==> config.mk <==
export PLATFORM = sky130hd
export DESIGN_NAME = dmem_bus_bridge
export DESIGN_NICKNAME = d
export VERILOG_FILES = /design/src/rtl/dmem_bus_bridge_pkg.sv /design/src/rtl/dmem_bus_bridge_load_align_ext.sv /design/src/rtl/dmem_bus_bridge.sv
export SDC_FILE = /design/constraint.sdc
export NUM_CORES = 1
export LEC_CHECK = 0
export ABC_CLOCK_PERIOD_IN_PS = 5500
export CORE_ASPECT_RATIO = 0.9
export CORE_MARGIN = 2
export CORE_UTILIZATION = 45
export DETAILED_ROUTE_END_ITERATION = 6
export PLACE_DENSITY = 0.83
export SETUP_SLACK_MARGIN = 0.4
export SYNTH_ARGS = -nofsm -noshare
export SYNTH_HDL_FRONTEND = slang
export SYNTH_SLANG_ARGS = --single-unit
==> constraint.sdc <==
create_clock -name clk -period 5.5 [get_ports clk]
set_clock_uncertainty 0.05 [all_clocks]
set_input_delay 1.1 -clock clk [delete_from_list [all_inputs] [get_ports clk]]
set_output_delay 1.1 -clock clk [all_outputs]
set_load 0.1 [all_outputs]
==> src/rtl/dmem_bus_bridge_pkg.sv <==
// Shared constants and helpers for the MEM-stage data-bus bridge.
// Access-size decode, byte enables, lane replication, alignment check.
package dmem_bus_bridge_pkg;

    localparam logic [2:0] BT_B  = 3'b000;
    localparam logic [2:0] BT_H  = 3'b001;
    localparam logic [2:0] BT_W  = 3'b010;
    localparam logic [2:0] BT_BU = 3'b100;
    localparam logic [2:0] BT_HU = 3'b101;

    localparam logic [1:0] ST_IDLE   = 2'd0;
    localparam logic [1:0] ST_REQ    = 2'd1;
    localparam logic [1:0] ST_WAIT_R = 2'd2;
    localparam logic [1:0] ST_DONE   = 2'd3;

    localparam int TIMEOUT_CYCLES_DEF = 255;

    // bit1 set covers W plus the 011/110/111 encodings
    function automatic logic is_word(input logic [2:0] bt);
        return bt[1];
    endfunction

    function automatic logic is_half(input logic [2:0] bt);
        return !bt[1] && bt[0];
    endfunction

    function automatic logic misaligned(input logic [2:0] bt,
                                        input logic [1:0] a);
        logic m;
        m = 1'b0;
        if (is_word(bt))
            m = |a;
        else if (is_half(bt))
            m = a[0];
        return m;
    endfunction

    function automatic logic [3:0] byte_en(input logic [2:0] bt,
                                           input logic [1:0] a);
        logic [3:0] be;
        if (is_word(bt))
            be = 4'b1111;
        else if (is_half(bt))
            be = 4'b0011 << a;
        else
            be = 4'b0001 << a;
        return be;
    endfunction

    function automatic logic [31:0] lane_wdata(input logic [2:0]  bt,
                                               input logic [31:0] w);
        logic [31:0] d;
        if (is_word(bt))
            d = w;
        else if (is_half(bt))
            d = {2{w[15:0]}};
        else
            d = {4{w[7:0]}};
        return d;
    endfunction

endpackage

==> src/rtl/dmem_bus_bridge_load_align_ext.sv <==
// Load lane select and sign/zero extension, purely combinational.
// Shared by the bus bridge and any future cache fill path.
module load_align_ext
    import dmem_bus_bridge_pkg::*;
(
    input  logic [31:0] rdata,
    input  logic [1:0]  addr,
    input  logic [2:0]  byt_typ,
    output logic [31:0] ext
);

    logic [31:0] sh;
    logic        sgn;

    // shift the addressed lane down to bit 0, then extend it
    always_comb begin
        sh  = rdata >> {addr, 3'b000};
        sgn = !byt_typ[2];
        if (is_word(byt_typ))
            ext = rdata;
        else if (is_half(byt_typ))
            ext = {{16{sgn & sh[15]}}, sh[15:0]};
        else
            ext = {{24{sgn & sh[7]}}, sh[7:0]};
    end

endmodule

==> src/rtl/dmem_bus_bridge.sv <==
// MEM-stage to req/gnt/rvalid data-bus bridge with pipeline stall.
// Optional watchdog enabled by defining BUS_TIMEOUT_EN.
module dmem_bus_bridge
    import dmem_bus_bridge_pkg::*;
#(
    parameter int ADDR_W         = 32,
    parameter int WORD_W         = 32,
    parameter int TIMEOUT_CYCLES = TIMEOUT_CYCLES_DEF
) (
    input  logic              clk,
    input  logic              rst_n,
    input  logic              req_valid,
    input  logic              req_wen,
    input  logic [ADDR_W-1:0] req_addr,
    input  logic [WORD_W-1:0] req_wdata,
    input  logic [2:0]        req_byt_typ,
    output logic              stall,
    output logic              rsp_valid,
    output logic [WORD_W-1:0] rsp_rdata,
    output logic              misalign_err,
    output logic              bus_err,
    output logic              bus_req,
    output logic              bus_we,
    output logic [ADDR_W-1:0] bus_addr,
    output logic [3:0]        bus_be,
    output logic [WORD_W-1:0] bus_wdata,
    input  logic              bus_gnt,
    input  logic              bus_rvalid,
    input  logic [WORD_W-1:0] bus_rdata
);

    logic [1:0]        state_q, state_d;
    logic              wen_q, wen_d;
    logic [ADDR_W-1:0] addr_q, addr_d;
    logic [2:0]        bt_q, bt_d;
    logic [3:0]        be_q, be_d;
    logic [WORD_W-1:0] wd_q, wd_d;
    logic [WORD_W-1:0] rdata_q, rdata_d;
    logic              err_q, err_d;
    logic [WORD_W-1:0] ext_word;
    logic              stall_c, mis_c;

`ifdef BUS_TIMEOUT_EN
    localparam int CNT_W = 16;
    logic [CNT_W-1:0] cnt_q, cnt_d;
    logic             tmo;
    assign tmo = (cnt_q == CNT_W'(TIMEOUT_CYCLES - 1));
`endif

    load_align_ext u_ext (
        .rdata   (bus_rdata),
        .addr    (addr_q[1:0]),
        .byt_typ (bt_q),
        .ext     (ext_word)
    );

    // next-state, capture and stall decode
    always_comb begin
        state_d = state_q;
        wen_d   = wen_q;
        addr_d  = addr_q;
        bt_d    = bt_q;
        be_d    = be_q;
        wd_d    = wd_q;
        rdata_d = rdata_q;
        err_d   = err_q;
        stall_c = 1'b0;
        mis_c   = 1'b0;
`ifdef BUS_TIMEOUT_EN
        cnt_d   = cnt_q;
`endif
        unique case (state_q)
            ST_IDLE: begin
                if (req_valid) begin
                    if (misaligned(req_byt_typ, req_addr[1:0])) begin
                        mis_c = 1'b1;
                    end else begin
                        stall_c = 1'b1;
                        state_d = ST_REQ;
                        wen_d   = req_wen;
                        addr_d  = req_addr;
                        bt_d    = req_byt_typ;
                        be_d    = byte_en(req_byt_typ, req_addr[1:0]);
                        wd_d    = lane_wdata(req_byt_typ, req_wdata);
                        err_d   = 1'b0;
`ifdef BUS_TIMEOUT_EN
                        cnt_d   = '0;
`endif
                    end
                end
            end
            ST_REQ: begin
                stall_c = 1'b1;
`ifdef BUS_TIMEOUT_EN
                cnt_d = cnt_q + 1'b1;
`endif
                if (bus_gnt) begin
                    state_d = wen_q ? ST_DONE : ST_WAIT_R;
`ifdef BUS_TIMEOUT_EN
                    cnt_d = '0;
                end else if (tmo) begin
                    state_d = ST_DONE;
                    err_d   = 1'b1;
                    if (!wen_q)
                        rdata_d = '0;
`endif
                end
            end
            ST_WAIT_R: begin
                stall_c = 1'b1;
`ifdef BUS_TIMEOUT_EN
                cnt_d = cnt_q + 1'b1;
`endif
                if (bus_rvalid) begin
                    rdata_d = ext_word;
                    state_d = ST_DONE;
`ifdef BUS_TIMEOUT_EN
                end else if (tmo) begin
                    rdata_d = '0;
                    err_d   = 1'b1;
                    state_d = ST_DONE;
`endif
                end
            end
            ST_DONE: begin
                state_d = ST_IDLE;
            end
            default: begin
                state_d = ST_IDLE;
            end
        endcase
    end

    // state and captured-request registers
    always_ff @(posedge clk or negedge rst_n) begin
        if (!rst_n) begin
            state_q <= ST_IDLE;
            wen_q   <= 1'b0;
            addr_q  <= '0;
            bt_q    <= '0;
            be_q    <= '0;
            wd_q    <= '0;
            rdata_q <= '0;
            err_q   <= 1'b0;
        end else begin
            state_q <= state_d;
            wen_q   <= wen_d;
            addr_q  <= addr_d;
            bt_q    <= bt_d;
            be_q    <= be_d;
            wd_q    <= wd_d;
            rdata_q <= rdata_d;
            err_q   <= err_d;
        end
    end

`ifdef BUS_TIMEOUT_EN
    // watchdog counter for REQ / WAIT_R residency
    always_ff @(posedge clk or negedge rst_n) begin
        if (!rst_n)
            cnt_q <= '0;
        else
            cnt_q <= cnt_d;
    end
    assign bus_err = (state_q == ST_DONE) && err_q;
`else
    assign bus_err = 1'b0;
`endif

    // comb outputs are forced low while reset is held
    assign stall        = stall_c & rst_n;
    assign misalign_err = mis_c & rst_n;

    assign bus_req   = (state_q == ST_REQ);
    assign bus_we    = wen_q;
    assign bus_addr  = {addr_q[ADDR_W-1:2], 2'b00};
    assign bus_be    = be_q;
    assign bus_wdata = wd_q;
    assign rsp_valid = (state_q == ST_DONE) && !wen_q;
    assign rsp_rdata = rdata_q;

endmodule

# After elaboration in Yosys (flattened, before gate mapping)
# Cells that the tools add are included.
[totals]
output_inout_bits = 106
word_cells = 57
input_bits = 105
ff_bits = 106
[classes]
n_eq_ne = 7
mux = 22
bitwise = 5
n_shift = 3
reduce_logical = 13
[ops]
columns = ["cell", "count"]
rows = [
  ["$mux W32", 4],
  ["$shr A32 B5 Y16", 1],
  ["$mux W1", 10],
  ["$mux W2", 4],
  ["$mux W4", 2],
  ["$pmux W2 S4", 1],
  ["$ne A2 B2 Y1 const B", 3],
  ["$and A1 B1 Y1", 4],
  ["$eq A2 B2 Y1 const B", 2],
  ["$logic_not A1 Y1", 4],
  ["$reduce_and A4 Y1", 1],
  ["$reduce_or A2 Y1", 2],
  ["$shl A1 B2 Y4 const A", 1],
  ["$shl A2 B2 Y4 const A", 1],
  ["$logic_and A1 B1 Y1", 3],
  ["$reduce_and A3 Y1", 1],
  ["$eq A2 B1 Y1 const B", 1],
  ["$logic_not A2 Y1", 1],
  ["$ne A2 B1 Y1 const B", 1],
  ["$pmux W1 S2", 1],
  ["$reduce_and A2 Y1", 1],
  ["$not A1 Y1", 1],
]

# Depth between registers and ports, before layout
# Gate-level depths: netlist (run 1).
[depth]
ltp_word = 10
depth_mapped = 8
ltp_nobuf = 6

# Hierarchy
# From an unflattened synthesis (run 1), not the netlist that was laid out.
[hier_totals]
hier_cells = 511
area_unflattened_um2 = 5669.2
[modules_own_cells]
columns = ["module", "cells_each", "seq_area_each_um2", "instances", "area_per_inst_um2"]
rows = [
  ["dmem_bus_bridge", 369, 2652.5, 1, 4785.8],
  ["load_align_ext", 142, 0.0, 1, 883.3],
]

# Worst setup path before layout (run 1)
# OpenSTA, ideal clock, no wires.
[synth_timing]
path_type = "in2out"
startpoint = "input port req_addr[0]"
endpoint = "output port misalign_err"
n_path_buf = 1
stages = 3
required_time_ns = 4.350
setup_slack_ns = -0.143
t_arrival_ns = 4.493
cell_sequence = "buf_2 -> a21oi_1 -> nor4b_1"
[synth_via]
elab_chain_cells = 8
elab_cells_between_ends = 9
classes_between = "7 x mux; 1 x bitwise; 1 x reduce/logical"
[synth_lines]
columns = ["element", "line_no", "rtl"]
rows = [
  ["from (decl)", "dmem_bus_bridge.sv:14", "input logic [ADDR_W-1:0] req_addr,"],
  ["$mux W1 / $reduce_or A2 Y1 (equally long branches)", "dmem_bus_bridge_pkg.sv:33, dmem_bus_bridge_pkg.sv:32", ""],
  ["$mux W1 *", "dmem_bus_bridge_pkg.sv:31", "if (is_word(bt))"],
  ["$mux W1 *", "dmem_bus_bridge.sv:74", "if (req_valid) begin"],
  ["$mux W1 *", "dmem_bus_bridge.sv:72", "unique case (state_q)"],
  ["$mux W1 *", "dmem_bus_bridge.sv:75", "if (misaligned(req_byt_typ, req_addr[1:0])) begin"],
  ["$mux W1 *", "dmem_bus_bridge.sv:74", ""],
  ["$mux W1 *", "dmem_bus_bridge.sv:72", ""],
  ["$and A1 B1 Y1 *", "dmem_bus_bridge.sv:172", "assign misalign_err = mis_c & rst_n;"],
  ["to (decl)", "dmem_bus_bridge.sv:20", "output logic misalign_err,"],
]
# Every way passes the cells marked *; elsewhere a longest branch is shown, timed or not. The select of a mux whose other input is x is not followed.

# Final worst setup path (run 1)
[layout_timing]
startpoint = "input port req_byt_typ[1]"
endpoint = "output port stall"
[layout_via]
elab_chain_cells = 10
[layout_lines]
columns = ["element", "line_no", "rtl"]
rows = [
  ["from (decl)", "dmem_bus_bridge.sv:16", "input logic [2:0] req_byt_typ,"],
  ["$logic_not A1 Y1", "dmem_bus_bridge_pkg.sv:24", "return !bt[1] && bt[0];"],
  ["$logic_and A1 B1 Y1", "dmem_bus_bridge_pkg.sv:24", ""],
  ["$mux W1", "dmem_bus_bridge_pkg.sv:33", "else if (is_half(bt))"],
  ["$mux W1 *", "dmem_bus_bridge_pkg.sv:31", ""],
  ["$mux W1 *", "dmem_bus_bridge.sv:74", ""],
  ["$mux W1 *", "dmem_bus_bridge.sv:72", ""],
  ["$mux W1 *", "dmem_bus_bridge.sv:75", ""],
  ["$mux W1 *", "dmem_bus_bridge.sv:74", ""],
  ["$pmux W1 S2 *", "dmem_bus_bridge.sv:72", ""],
  ["$and A1 B1 Y1 *", "dmem_bus_bridge.sv:171", "assign stall = stall_c & rst_n;"],
  ["to (decl)", "dmem_bus_bridge.sv:17", "output logic stall,"],
]
# Marked as above.

==> run_results.csv, run 1 <==
group,metric,value,unit
run_status,status,"finished, final reports clean",
yosys,synthDominantCellAreaShare,0.507,
setup_path,cp.required,4.35,ns
die,initial_core_util,0.459,
yosys,synth_edf_count,0,
yosys,ys_ff_latch,106,
clock_tree,numCtsBuffers,9,
yosys,synth_top_cell_by_area,"dfrtp_1",
clock_tree,cts_setup_buffers,0,
clock_tree,cts_hold_buf,0,
setup_path,critical_path_class,"in -> out",
yosys,async_reset_ff_frac,1.00,
die,design.core.area,11400,um^2
final_layout,n_antenna_cell,0,
timing,worst_slew_pin_slew,1.04,ns
drt,drc,0,
grt,grt_max_degree,94,
setup_path,startpoint,"req_byt_typ[1]",
drt,drt_iter0_markers,299,
placement,post-dp-hpwl,10400,um
setup_path,rrSetupSlack,2.93,ns
drt,avgRoutedWirePerCell,17.4,um
drt,wl,14200,um
yosys,synth_area_per_cell,10.6,um^2
timing,rsz0062_at_grt,"no",
timing,fin_crit_sh,0.725,
grt,grt_pass1_wl,22800,um
setup_path,worstReg2RegEnd,"bus_wdata[0]",
run,maxCapViolCount,0,
timing,hold_viol_final,0,
clock_tree,insertion_delay,0.34,ns
clock_tree,htree_levels,3,
grt,grt_pass1_vias,4495,
yosys,syn_area,5230,um^2
yosys,yosysSeqAreaShare,0.507,
final_layout,multi_input_area,2190,um^2
final_layout,fill_cells,924,
drt,dr_total_vias,4286,
yosys,synth.area.top_cells,"dfrtp_1, mux2_2, mux2i_1, buf_4, nand2_1",
setup_path,critPathArrivalTime,2.83,ns
die,ios,211,
final_layout,areaGrowthSynthToFinish,43.4,%
setup_path,cp-end-kind,"output pin",
placement,io_buffer_count,207,
clock_tree,clkTransAtPathRegs,0.07,ns
clock_tree,cts_tree,"built",
clock_tree,clockRootBuffer,"clkbuf_16",
timing,totalNegativeSetupSlack,0,ns
min_path,hold_path.class,"reg -> reg",
clock_tree,clk_path_buf_depth,2,
yosys,yosys_warnings,0,
grt,grt_overflow,0,
placement,placed_area,7180,um^2
die,die_w,118,um
final_layout,drive_gt1_frac,0.126,
timing,slew_headroom,0.306,
yosys,ys.flop_type,"dfrtp_1",
timing,timing.fmax,251,MHz
die,num_rows,37,
setup_path,path_max_fanout,35,
setup_path,crit_path_start_kind,"input port",
timing,finalSetupViolCount,0,
final_layout,finalInstanceArea,7500,um^2
clock_tree,clkSinkCount,106,
final_layout,seqCellArea,2650,um^2
die,die_h,106,um
placement,gp_congestion,0.820,
die,die_area,12500,um^2
drt,antenna_left,0,
grt,antenna_found_initial,0,
setup_path,crit_path_end,"stall",
setup_path,reg2reg_depth,6,
yosys,synth_cell_type_count,40,
yosys,yosysMostFrequentCell,"dfrtp_1",
final_layout,finalNetCount,762,
grt,grt_use_total,0.228,
drt,vias_per_cell,5.27,
yosys,syn_inst,494,
setup_path,rr_startpoint,"state_q[0]",
timing,period_needed,3.98,ns
timing,final_max_slew_viol_count,0,
yosys,synth_common_cells,"dfrtp_1, nand2_1, mux2_2",
clock_tree,cts.repair.resized,0,
drt,first_pass_iters,5,
==> cells in the final DEF (no fill, tap or decap), drive strengths merged, types with 3 or more instances in the layout <==
| cell | netlist | layout |
|---|---|---|
| clkdlybuf4s50 | 0 | 204 |
| dfrtp | 106 | 106 |
| nand2 | 61 | 61 |
| mux2 | 47 | 47 |
| o21ai | 30 | 30 |
| nand3 | 30 | 30 |
| mux2i | 26 | 26 |
| a21oi | 18 | 18 |
| nor2b | 13 | 13 |
| nor2 | 11 | 11 |
| a22oi | 10 | 10 |
| o22a | 9 | 9 |
| clkbuf | 16 | 9 |
| or2 | 8 | 8 |
| o22ai | 8 | 8 |
| o31ai | 8 | 8 |
| buf | 51 | 8 |
| inv | 6 | 8 |
| a2bb2oi | 7 | 7 |
| ha | 5 | 5 |
| a211oi | 3 | 3 |
| conb | 1 | 3 |
==> worst max-delay path: stages <==
cell and delay [ns]:
clkdlybuf4s50_1 0.40, buf_4 0.25, a21oi_1 0.39, o21bai_4 0.08, nor2b_1 0.15, nor3b_2 0.23
buf_12 0.21
==> area by class of cell <==
| type | count | area share |
|---|---|---|
| repair buffers | 212 | 0.282 |
| flip-flops and latches | 106 | 0.354 |
| clock buffers | 9 | 0.0300 |
| well taps | 156 | 0.0260 |
| inverters | 6 | 0.00300 |
| clock inverters | 7 | 0.0135 |
| multi-input cells | 317 | 0.292 |
==> registers in the layout, summed over array words and instances (netlist names) <==
register and cells:
state_q 2, bus_wdata 32, bt_q 3, bus_be 4
bus_we 1, addr_q 32, rsp_rdata 32
==> through the flow <==
| stage | std cells | hold slack [ns] | setup WS (ns) | util |
|---|---|---|---|---|
| finish | 813 | 0.431 | 1.52 | 0.659 |
| global route | 813 | 0.463 | 1.41 | 0.659 |
| CTS | 813 | 0.436 | 1.50 | 0.659 |
| detailed placement | 797 | 0.420 | 1.51 | 0.630 |
| global placement | 797 | 0.410 | 1.57 | 0.630 |
| floorplan | 496 | 0.431 | 1.23 | - |
==> routing by layer <==
metal,global-route usage,part of all wire,vias up
li1,-,-,2014
met1,0.283,0.40,2051
met2,0.379,0.49,202
met3,0.0880,0.094,19
met4,0.0534,0.013,0
met5,0,0,-
==> worst min path at each step <==
stage	startpoint	endpoint	slack [ns]	cells after the start
after floorplan	addr_q[31]	addr_q[31]	0.43	1
after global placement	bus_wdata[11]	bus_wdata[11]	0.41	2
after detailed placement	rsp_rdata[0]	rsp_rdata[0]	0.42	2
after CTS	rsp_rdata[0]	rsp_rdata[0]	0.44	2
after global routing	rsp_rdata[4]	rsp_rdata[4]	0.46	2
final	rsp_rdata[0]	rsp_rdata[0]	0.43	2
==> logic make-up after synthesis <==
kind of cell | after synthesis | share of synthesized area
xor+xnor | 1 | 0.00167
compound gates | 104 | 0.130
mux | 73 | 0.152
other cells | 1 | 0.000717
fa+ha+maj | 5 | 0.0120
buf+inv | 73 | 0.0801
simple gates | 131 | 0.117
flops | 106 | 0.507
Power of run 1 is not shown: default switching activity piles up to over one toggle a cycle in this logic, so the estimate is an artifact.
==> run 2, diff against run 1 <==
--- a/config.mk
+++ b/config.mk
@@ -5,12 +5,12 @@
 export SDC_FILE = /design/constraint.sdc
 export NUM_CORES = 1
 export LEC_CHECK = 0
-export ABC_CLOCK_PERIOD_IN_PS = 5500
+export ABC_CLOCK_PERIOD_IN_PS = 3650
 export CORE_ASPECT_RATIO = 0.9
 export CORE_MARGIN = 2
-export CORE_UTILIZATION = 45
+export CORE_UTILIZATION = 39
 export DETAILED_ROUTE_END_ITERATION = 6
-export PLACE_DENSITY = 0.83
+export PLACE_DENSITY = 0.76
 export SETUP_SLACK_MARGIN = 0.4
 export SYNTH_ARGS = -nofsm -noshare
 export SYNTH_HDL_FRONTEND = slang
==> constraint.sdc (replaced) <==
create_clock -name clk -period 3.65 [get_ports clk]
set_clock_uncertainty 0.05 [all_clocks]
set_input_delay 0.73 -clock clk [delete_from_list [all_inputs] [get_ports clk]]
set_output_delay 0.73 -clock clk [all_outputs]
set_load 0.1 [all_outputs]
==> run_results.csv, run 2 (synthesis results as in run 1) <==
group,metric,value,unit
drt,met3WireLength,1020,um
grt,grt_use_total,0.190,
min_path,hold_path.class,"in -> async",
setup_path,critPathArrivalTime,2.39,ns
timing,worst_slew_pin_slew,1.02,ns
run_status,status,"finished, final reports clean",
placement,post-dp-hpwl,9930,um
clock_tree,cts_hold_buf,0,
grt,grt_pass1_vias,4237,
clock_tree,clockRootBuffer,"clkbuf_16",
drt,dr_wl_met2,6370,um
die,initial_core_util,0.396,
timing,setup_ws,0.483,ns
clock_tree,cts.repair.resized,0,
placement,io_buffer_count,207,
drt,drt-met1-wl,6080,um
final_layout,areaGrowthSynthToFinish,43.7,%
timing,rsz0062_at_grt,"no",
drt,first_pass_iters,4,
setup_path,critical_path_class,"in -> out",
clock_tree,clkTransAtPathRegs,0.07,ns
timing,fin_crit_sh,0.868,
timing,hold_viol_final,0,
die,design.core.area,13200,um^2
placement,gp_congestion,0.802,
drt,vias_per_cell,5.18,
timing,period_needed,3.17,ns
drt,drt_iter0_markers,165,
setup_path,cp-end-kind,"output pin",
placement,dp_slack,0.485,ns
drt,drc,0,
final_layout,n_antenna_cell,0,
drt,avgRoutedWirePerCell,16.7,um
die,num_rows,40,
clock_tree,numCtsBuffers,9,
clock_tree,htree_levels,3,
setup_path,reg2reg_depth,6,
clock_tree,clkSinkCount,106,
final_layout,finalNetCount,765,
setup_path,crit_path_start_kind,"input port",
setup_path,cp.required,2.87,ns
timing,final_max_slew_viol_count,0,
setup_path,path_max_fanout,9,
timing,finalSetupViolCount,0,
die,die_w,126,um
run,maxCapViolCount,0,
drt,wl,13800,um
timing,totalNegativeSetupSlack,0,ns
clock_tree,insertion_delay,0.34,ns
timing,timing.fmax,316,MHz
drt,antenna_left,0,
die,die_area,14400,um^2
setup_path,rr_startpoint,"state_q[0]",
grt,antenna_found_initial,0,
final_layout,drive_gt1_frac,0.131,
drt,routed.top_layer,"met4",
timing,slew_headroom,0.316,
clock_tree,cts_tree,"built",
drt,dr_total_vias,4276,
grt,grt_max_degree,94,
setup_path,rrSetupSlack,1.05,ns
final_layout,final_cell_mix,"clkdlybuf4s50_1, dfrtp_1, nand2_1, mux2_2",
clock_tree,cts_setup_buffers,0,
die,die_h,114,um
die,ios,211,
final_layout,layout_commonest_cell,"clkdlybuf4s50_1",
grt,grt_overflow,0,
grt,grt_pass1_wl,21900,um
clock_tree,clk_path_buf_depth,2,
setup_path,worstReg2RegEnd,"addr_q[5]",
==> run 2: cell type report <==
| cell class | count | area [um^2] |
|---|---|---|
| clock buffer | 11 | 253 |
| clock inverter | 3 | 40.0 |
| fill | 1160 | 5690 |
| inverter | 6 | 22.5 |
| multi-input combinational | 317 | 2200 |
| sequential | 106 | 2650 |
| tap | 168 | 210 |
| timing repair buffer | 215 | 2140 |
==> run 2: how the worst max path moves through the flow <==
stage                         endpoint   startpoint  slack, ns  cells past startpoint
after detailed placement         stall  req_addr[0]       0.48                      6
after global placement           stall  req_addr[0]       0.53                      6
after CTS                        stall  req_addr[0]       0.48                      6
after floorplan           misalign_err  req_addr[0]       0.13                      3
after global routing             stall  req_addr[0]       0.41                      6
final                            stall  req_addr[0]       0.48                      6
==> run 2: worst max-delay path: stages <==
cell and delay [ns]:
clkdlybuf4s50_1 0.55, a21oi_1 0.44, o21bai_4 0.08, nor2b_1 0.17
nor3b_4 0.21, buf_12 0.20
==> run 2: layer usage <==
metal | vias up | track usage
li1 | 2027 | -
met3 | 23 | 0.0507
met1 | 2059 | 0.251
met4 | 0 | 0.0703
met5 | - | 0
met2 | 167 | 0.301
==> run 2: through the flow <==
step,utilization,hold slack (ns),area (um^2),std cells
final,0.569,0.224,7520,826
after global routing,0.569,0.237,7520,826
after CTS,0.569,0.230,7520,826
after detailed placement,0.547,0.416,7230,812
after global placement,0.547,0.410,7230,812
after floorplan,-,0.384,5260,496
Power of run 2 is left out for the same reason.
